==> config.mk <==
export PLATFORM = sky130hd
export DESIGN_NAME = minc_prog_loader
export DESIGN_NICKNAME = d
export VERILOG_FILES = /design/src/rtl/minc_prog_loader.sv
export SDC_FILE = /design/constraint.sdc
export NUM_CORES = 1
export LEC_CHECK = 0
export BUFFER_PORTS_ARGS = -buffer_cell sky130_fd_sc_hd__buf_4
export CAP_MARGIN = 20
export CELL_PAD_IN_SITES_DETAIL_PLACEMENT = 2
export CELL_PAD_IN_SITES_GLOBAL_PLACEMENT = 2
export CORE_MARGIN = 2
export CORE_UTILIZATION = 34
export CTS_CLUSTER_SIZE = 40
export DETAILED_ROUTE_END_ITERATION = 6
export GPL_ROUTABILITY_DRIVEN = 0
export PLACE_DENSITY = 0.74
export RECOVER_POWER = 25
export SLEW_MARGIN = 0
export SYNTH_ARGS = -nofsm -noshare
export SYNTH_HDL_FRONTEND = slang
export SYNTH_SLANG_ARGS = --single-unit
export TNS_END_PERCENT = 5
==> constraint.sdc <==
create_clock -name CLK -period 1.9 [get_ports CLK]
set_input_delay 0.38 -clock CLK [delete_from_list [all_inputs] [get_ports CLK]]
set_output_delay 0.38 -clock CLK [all_outputs]
set_load 0.02 [all_outputs]
==> src/rtl/minc_prog_loader.sv <==
// minc_prog_loader: byte-stream loader that writes 9-bit instruction words
// into the minc program memory and holds the core in reset while loading.
// Frame: SYNC_BYTE, count N (0 = 256 words), then N pairs of HI/LO bytes.
// HI carries the op bit in bit 0 (bits 7:1 must be zero), LO the immediate.
// Optional feature macro: MINC_LOADER_CHECKSUM_EN appends a trailing checksum
// byte that must bring the 8-bit sum of count, HI and LO bytes to zero.
// RELEASE_DELAY must stay below 256.

module minc_prog_loader #(
    parameter logic [7:0] SYNC_BYTE     = 8'hA5,
    parameter int         RELEASE_DELAY = 2
) (
    input  logic       CLK,
    input  logic       nRESET,
    input  logic [7:0] rx_data,
    input  logic       rx_valid,
    output logic       rx_ready,
    output logic       wr_en,
    output logic [7:0] wr_addr,
    output logic [8:0] wr_data,
    output logic       cpu_nreset,
    output logic       busy,
    output logic       done,
    output logic       error
);

    localparam logic [7:0] REL_MAX = 8'(RELEASE_DELAY);

    typedef enum logic [2:0] {
        IDLE,
        COUNT,
        HI,
        LO,
        WRITE,
`ifdef MINC_LOADER_CHECKSUM_EN
        CKSUM,
`endif
        DONE,
        ERR
    } state_t;

    state_t     state;
    state_t     next_state;
    logic [8:0] remaining;
    logic [7:0] addr_cnt;
    logic       op;
    logic [7:0] imm;
    logic [7:0] rel_cnt;
    logic       accept;
    logic       is_sync;
`ifdef MINC_LOADER_CHECKSUM_EN
    logic [7:0] sum;
`endif

    assign accept  = rx_valid && (state != WRITE);
    assign is_sync = (rx_data == SYNC_BYTE);

    // State register; reset forces the loader back to IDLE mid-frame too
    always_ff @(posedge CLK or negedge nRESET) begin
        if (!nRESET) begin
            state <= IDLE;
        end else begin
            state <= next_state;
        end
    end

    // Next-state decode; SYNC_BYTE only restarts outside a frame
    always_comb begin
        next_state = state;
        case (state)
            IDLE:  if (accept && is_sync) next_state = COUNT;
            COUNT: if (accept) next_state = HI;
            HI:    if (accept) next_state = (rx_data[7:1] != 7'd0) ? ERR : LO;
            LO:    if (accept) next_state = WRITE;
            WRITE: begin
                if (remaining == 9'd1) begin
`ifdef MINC_LOADER_CHECKSUM_EN
                    next_state = CKSUM;
`else
                    next_state = DONE;
`endif
                end else begin
                    next_state = HI;
                end
            end
`ifdef MINC_LOADER_CHECKSUM_EN
            CKSUM: if (accept) next_state = ((sum + rx_data) == 8'h00) ? DONE : ERR;
`endif
            DONE:  if (accept && is_sync) next_state = COUNT;
            ERR:   if (accept && is_sync) next_state = COUNT;
            default: next_state = IDLE;
        endcase
    end

    // Datapath: word counters, instruction fields, checksum and release timer
    always_ff @(posedge CLK or negedge nRESET) begin
        if (!nRESET) begin
            remaining <= 9'd0;
            addr_cnt  <= 8'd0;
            op        <= 1'b0;
            imm       <= 8'd0;
            rel_cnt   <= 8'd0;
`ifdef MINC_LOADER_CHECKSUM_EN
            sum       <= 8'd0;
`endif
        end else begin
            case (state)
                COUNT: if (accept) begin
                    remaining <= (rx_data == 8'd0) ? 9'd256 : {1'b0, rx_data};
                    addr_cnt  <= 8'd0;
`ifdef MINC_LOADER_CHECKSUM_EN
                    sum       <= sum + rx_data;
`endif
                end
                HI: if (accept) begin
                    op <= rx_data[0];
`ifdef MINC_LOADER_CHECKSUM_EN
                    sum <= sum + rx_data;
`endif
                end
                LO: if (accept) begin
                    imm <= rx_data;
`ifdef MINC_LOADER_CHECKSUM_EN
                    sum <= sum + rx_data;
`endif
                end
                WRITE: begin
                    addr_cnt  <= addr_cnt + 8'd1;
                    remaining <= remaining - 9'd1;
                end
`ifdef MINC_LOADER_CHECKSUM_EN
                IDLE, DONE, ERR: if (accept && is_sync) sum <= 8'd0;
`endif
                default: ;
            endcase

            if (state != DONE) begin
                rel_cnt <= 8'd0;
            end else if (rel_cnt < REL_MAX) begin
                rel_cnt <= rel_cnt + 8'd1;
            end
        end
    end

    // Moore outputs decoded from registered state only
    always_comb begin
        rx_ready   = 1'b1;
        wr_en      = 1'b0;
        wr_addr    = addr_cnt;
        wr_data    = {op, imm};
        cpu_nreset = 1'b0;
        busy       = 1'b0;
        done       = 1'b0;
        error      = 1'b0;
        case (state)
            COUNT, HI, LO: busy = 1'b1;
            WRITE: begin
                rx_ready = 1'b0;
                wr_en    = 1'b1;
                busy     = 1'b1;
            end
`ifdef MINC_LOADER_CHECKSUM_EN
            CKSUM: busy = 1'b1;
`endif
            DONE: begin
                done       = 1'b1;
                cpu_nreset = (rel_cnt >= REL_MAX);
            end
            ERR: error = 1'b1;
            default: ;
        endcase
    end

endmodule

==> results of run 1 <==
==> cells by family (layout without fill, tap and decap cells) <==
| group | Yosys count | after routing | share of synthesized area (%) |
|---|---|---|---|
| flip-flops | 37 | 37 | 49.90 |
| adder cells (fa/ha/maj) | 5 | 5 | 3.372 |
| XOR/XNOR | 3 | 3 | 1.416 |
| multiplexers | 11 | 11 | 6.541 |
| AND/OR/NAND/NOR | 71 | 71 | 20.43 |
| AO/OA/AOI/OAI | 37 | 37 | 13.49 |
| buffers and inverters | 18 | 66 | 4.855 |
==> cell usage after synthesis (3+ instances only) <==
library cell   n
a21oi_1        6
and2_1         6
and4_1         3
clkbuf_1       5
dfrtp_1       37
ha_1           5
inv_1          8
mux2_2         9
nand2_1       16
nand3_1       10
nand4_1        3
nor2_1        11
nor3_1         4
nor4_1         4
o211ai_1       3
o21ai_0        9
o311ai_0       4
or3_1          3
==> registers in the layout, indices dropped and copies added (netlist names) <==
| name | count |
|---|---|
| op | 1 |
| remaining | 9 |
| imm | 8 |
| wr_addr | 8 |
| rel_cnt | 8 |
| state | 3 |
==> through the flow <==
step,cells,setup slack (ns),util [%]
finish,300,0.04596,46.03
CTS,295,0.003115,44.61
global route,300,-0.01663,46.03
floorplan,182,0.1662,-
global placement,286,0.1793,42.72
detailed placement,286,0.04553,42.72
==> worst paths after layout <==
path                                                  to                      from  depth (start not counted)
worst max-delay path                                busy      state[0]$_DFFE_PN0P_                          4
worst min-delay path                      op$_DFFE_PN0P_                    nRESET                          1
worst max register to register    wr_addr[6]$_DFFE_PN0P_      state[1]$_DFFE_PN0P_                          7
worst min register to register  remaining[7]$_DFFE_PN0P_  remaining[7]$_DFFE_PN0P_                          1
max in group asynchronous           state[1]$_DFFE_PN0P_                    nRESET                          1
min in group CLK                remaining[5]$_DFFE_PN0P_                rx_data[5]                          3
==> cells in the final DEF, fill, tap and decap left out, types with 3 or more instances in the layout <==
cell      instances
nor2_1           10
nand2_1          16
o311ai_0          4
clkbuf_8          5
and4_1            3
nand4_1           3
nor4_1            3
ha_1              5
o21ai_0           9
buf_6             4
dfrtp_1          37
mux2_2            9
or3_1             3
buf_4            44
o211ai_1          3
inv_1             7
and2_1            6
nor3_1            3
nand3_1          10
a21oi_1           6
==> report_power, final <==
part / switching, mW / internal, mW
Combinational: 1.05 / 0.852
Clock: 0.274 / 0.254
Sequential: 0.254 / 1.08
Total: 1.58 / 2.19
==> worst max-delay path: stages, from the launching register on <==
cell     delay [ns]
dfrtp_1        0.38
buf_4          0.17
or2_2          0.35
xnor2_2        0.14
buf_4          0.16
==> cell type report <==
cell class                      count  area share, %
Inverter                            9          1.734
Timing Repair Buffer               49          15.97
Clock inverter                      2         0.4204
Tap cell                           70          3.678
Sequential cell                    37          38.89
Clock buffer                        6          3.048
Multi-Input combinational cell    127          36.26
==> layer usage <==
metal  wire [um]  track usage (%)
met5           0                0
met4          15            4.821
met3         149            3.372
met2        3184            37.33
met1        2357            23.81
==> repair_timing <==
| action | 4_1_cts | 5_1_grt |
|---|---|---|
| gates resized for setup | 4 | 9 |
| pin swaps | 0 | 4 |
| endpoints found under the setup margin | 3 | 4 |
| setup buffers | 1 | 5 |
==> run summary, run 1 <==
arrival time worst endpoint = 1.47 ns
Mapped Cells = 182
syn_nets = 198
setup TNS = 0 ns
Core ar. = 5172 sq um
mean post-synth cell area = 10.20 sq um
first-pass GRT wire length = 9604 um
Fill cells = 571
r2r setup slk = 0.09 ns
Crit path required time = 1.52 ns
Final setup viols = 0
Final nets = 245
Area Growth Syn to Fin = 28.32%
diode count = 0
clk slew on worst S/H paths = 0.07 ns
async set-reset flop share out of synthesis = 100.0%
fmax = 539.4 MHz
critical path type = register to output pin
gr usage total = 20.06%
Initial Util = 35.87%
CTS H-Tree Depth = 2
row cnt = 26
Final Instance Area = 2381 sq um
Final ANT Viol Nets = 0
Startpoint Class = register
Slew headroom = 36.53%
post-layout power = 3.764 mW
Port Buffer Count = 33
largest net degree at the start of global routing = 38
EDFF count, synth = 0
Setup crit end kind = output pin
Fin Hold WS = 0.2290 ns
Syn Std Cell Area = 1856 sq um
clock sinks = 37
DRC = 0
Pre-Repair DR Iteration Count = 3
proportion of synthesized chip area in sequential cells = 49.90%
final clock skew = 0.007715 ns
die height = 77.88 um
wire per inst = 19.02 um
Distinct cells, synth = 44
#FFs+latches synth = 37
number of global-route vias before repair = 1,886
area post-placement = 2210 sq um
Slew Viols, Final = 0
CTS tree = built
CP max FO = 11
worst skew pair latency = 0.28 ns
maxcap violations = 0
Worst Tran Pin Value = 0.9520 ns
cell taking the most area after synthesis = dfrtp_1
Final Hold Vio Count = 0
clk buf depth = 2
DP HPWL = 4151 um
routed vias/inst = 5.367
Multi-input gate area = 863.3 sq um
Final Cycle Share = 97.58%
initial antenna violation count = 0
class of the worst hold path = input port to async pin
Leak = 1.110 nW
top post-synthesis cells by area = dfrtp_1 50%, mux2_2 5.5%, ha_1 3.4%
total CTS buffers = 5
via count = 1,610
Die ar. = 6065 sq um
total power density per cell area = 1581 nW/um^2
Ys Warns = 0
RSZ-0062 raised after global routing = yes
ys flop type = dfrtp_1
I/O Pins = 34
drt total wl = 5706 um
GR Overflow Total = 0
share of the synthesized area in the top cell type = 49.90%
CTS Hold Bufs = 0
fraction of layout cells with a size suffix above 1 = 32.61%
Sequential Area = 925.9 sq um
clock root buffer master = clkbuf_8
min cycle time layout = 1.854 ns
Detailed Route Iter0 Violations = 41
Worst VDD drop = 0.0005335 V
die span in x = 77.88 um
outcome = complete, no violations
(Power assumes the default switching activity.)
==> run 2, diff against run 1 <==
- BUFFER_PORTS_ARGS: -buffer_cell sky130_fd_sc_hd__buf_4 -> default
- CORE_UTILIZATION: 34 -> 39
- DONT_BUFFER_PORTS: default -> 1
- PLACE_DENSITY: 0.74 -> 0.75
==> run 2 against run 1 <==
Against the previous run: setup slack worse by 0.015 ns; register-to-register slack better by 0.04 ns; combinational power is 31% lower; global-route usage is 2.2 points higher; maximum frequency is 0.79% lower; via count is 8.0% lower; non-clock buffer count is 35 lower; flip-flop and latch count stayed put; largest cell class unchanged; largest power group is now sequential cells; highest routed layer unchanged.
==> run summary, run 2 (synthesis gave the netlist of run 1 again) <==
outcome = complete, no violations
most common cell after layout, fill and taps aside = dfrtp_1
DRC = 0 (unchanged)
CP startpoint = state[1]$_DFFE_PN0P_
maxcap violations = 0 (unchanged)
reg-to-reg startpoint = state[0]$_DFFE_PN0P_
class of the worst hold path = input port to register
CP max-delay cell = dfrtp_1
Worst Tran Pin Value = 0.9399 ns (-0.01208 ns)
gr usage total = 22.25% (+2.2 points)
routed vias/inst = 5.952 (+11%)
Initial Util = 39.81% (+3.9 points)
Detailed Route Iter0 Violations = 46 (+12%)
setup bufs post-CTS = 0 (-1)
fmax = 535.1 MHz (-0.79%)
die span in x = 72.98 um (-6.3%)
Top reg by flops = remaining
Final nets = 210 (-14%)
I/O Pins = 34 (unchanged)
setup TNS = 0 ns (unchanged)
first-pass GRT wire length = 8894 um (-7.4%)
die height = 72.98 um (-6.3%)
Crit path max-delay family = simple AND/OR/NAND/NOR gates
largest net degree at the start of global routing = 38 (unchanged)
fraction of layout cells with a size suffix above 1 = 20.00% (-13 points)
GR Overflow Total = 0 (unchanged)
r2r setup slk = 0.13 ns (+0.04 ns)
number of global-route vias before repair = 1,659 (-12%)
worst skew pair latency = 0.29 ns (about the same)
end of the critical path = cpu_nreset
Leak = 0.9466 nW (-15%)
Pre-Repair DR Iteration Count = 4 (+1)
min cycle time layout = 1.869 ns (+0.01485 ns)
crit path cell chain = buf_4 > nand3b_1 > nor2_2
Critical Path Max Stage Delay = 0.38 ns (about the same)
Final setup viols = 0 (unchanged)
row cnt = 25 (-3.8%)
CTS tree = built
Setup crit end kind = output pin
cells on worst reg2reg path = 5 (-2)
RSZ-0062 raised after global routing = yes
via count = 1,482 (-8.0%)
Final ANT Viol Nets = 0 (unchanged)
Final Cycle Share = 98.36% (+0.78 points)
reg2reg end = remaining[7]$_DFFE_PN0P_
wire per inst = 21.65 um (+14%)
initial antenna violation count = 0 (unchanged)
CTS H-Tree Depth = 2 (unchanged)
clk buf depth = 2 (unchanged)
Startpoint Class = register
Die ar. = 5325 sq um (-12%)
Core ar. = 4661 sq um (-9.9%)
CP max FO = 6 (-5)
Area Growth Syn to Fin = 14.77%
DP HPWL = 4007 um (-3.5%)
Slew headroom = 37.34% (+0.81 points)
Crit path required time = 1.52 ns (about the same)
Port Buffer Count = 0 (-100%)
Worst VDD drop = 0.0005175 V (-3.0%)
most frequent cells in the layout = 37 x dfrtp_1, 16 x nand2_1, 12 x buf_4
buffers and inverters on the worst path = 1 (-1)
total CTS buffers = 5 (unchanged)
max FFs per register = 9 (unchanged)
clock root buffer master = clkbuf_8
Fin Hold WS = 0.2411 ns (+0.01209 ns)
total power density per cell area = 1720 nW/um^2 (+8.8%)
drt total wl = 5392 um (-5.5%)
critical path type = register to output pin
diode count = 0 (unchanged)
Final Hold Vio Count = 0 (unchanged)
final clock skew = 0.005804 ns (-0.001911 ns)
clock sinks = 37 (unchanged)
Slew Viols, Final = 0 (unchanged)
clk slew on worst S/H paths = 0.07 ns (about the same)
arrival time worst endpoint = 1.49 ns (+0.02 ns)
critical path depth = 3 (-1)
run 2: worst min-delay path by stage:
| stage | start | endpoint | cells past startpoint | slack, ns |
|---|---|---|---|---|
| final | rx_data[5] | remaining[5]$_DFFE_PN0P_ | 2 | 0.24 |
| after global routing | rx_data[7] | imm[7]$_DFFE_PN0P_ | 1 | 0.24 |
| after CTS | rx_data[1] | imm[1]$_DFFE_PN0P_ | 1 | 0.24 |
| after detailed placement | nRESET | state[2]$_DFFE_PN0P_ | 0 | 0.09 |
| after global placement | nRESET | state[2]$_DFFE_PN0P_ | 0 | 0.09 |
| after floorplan | nRESET | imm[0]$_DFFE_PN0P_ | 0 | 0.08 |
run 2: final cells by class:
cell class | count | area [sq um]
inverters | 9 | 38.79
flip-flops and latches | 37 | 925.9
well taps | 54 | 67.56
multi-input cells | 127 | 858.3
clock inverters | 3 | 65.06
fillers | 495 | 2531
clock buffers | 5 | 68.82
repair buffers | 14 | 105.1
run 2: what timing repair did:
action,CTS,global route
resized for setup,3,5
hold buffers,2,0
endpoints found under the hold margin,37,0
setup endpoints to repair,3,9
run 2: layer usage:
| metal | vias up | GRT usage, % | wire [um] |
|---|---|---|---|
| li1 | 685 | - | - |
| met1 | 767 | 25.49 | 2103 |
| met2 | 22 | 41.01 | 3037 |
| met3 | 8 | 5.249 | 167 |
| met4 | 0 | 6.379 | 83 |
| met5 | - | 0 | 0 |
run 2: per-stage QoR:
stage | total power, mW | cell area, sq um | worst slack [ns] | utilization [%] | std cells
global route | 3.907 | 2130 | -0.05742 | 45.69 | 249
finish | 3.662 | 2130 | 0.03112 | 45.69 | 249
detailed placement | 2.816 | 1957 | 0.008100 | 41.99 | 239
floorplan | 2.375 | 1856 | 0.1662 | - | 182
CTS | 3.673 | 2132 | 0.002196 | 45.75 | 249
global placement | 2.680 | 1957 | 0.1698 | 41.99 | 239
run 2: power by group:
| group | switching (mW) | total [mW] | internal [mW] | leakage, nW |
|---|---|---|---|---|
| clock | 0.287 | 0.809 | 0.522 | 0.0681 |
| sequential | 0.471 | 1.55 | 1.08 | 0.468 |
| combinational | 0.737 | 1.31 | 0.569 | 0.410 |
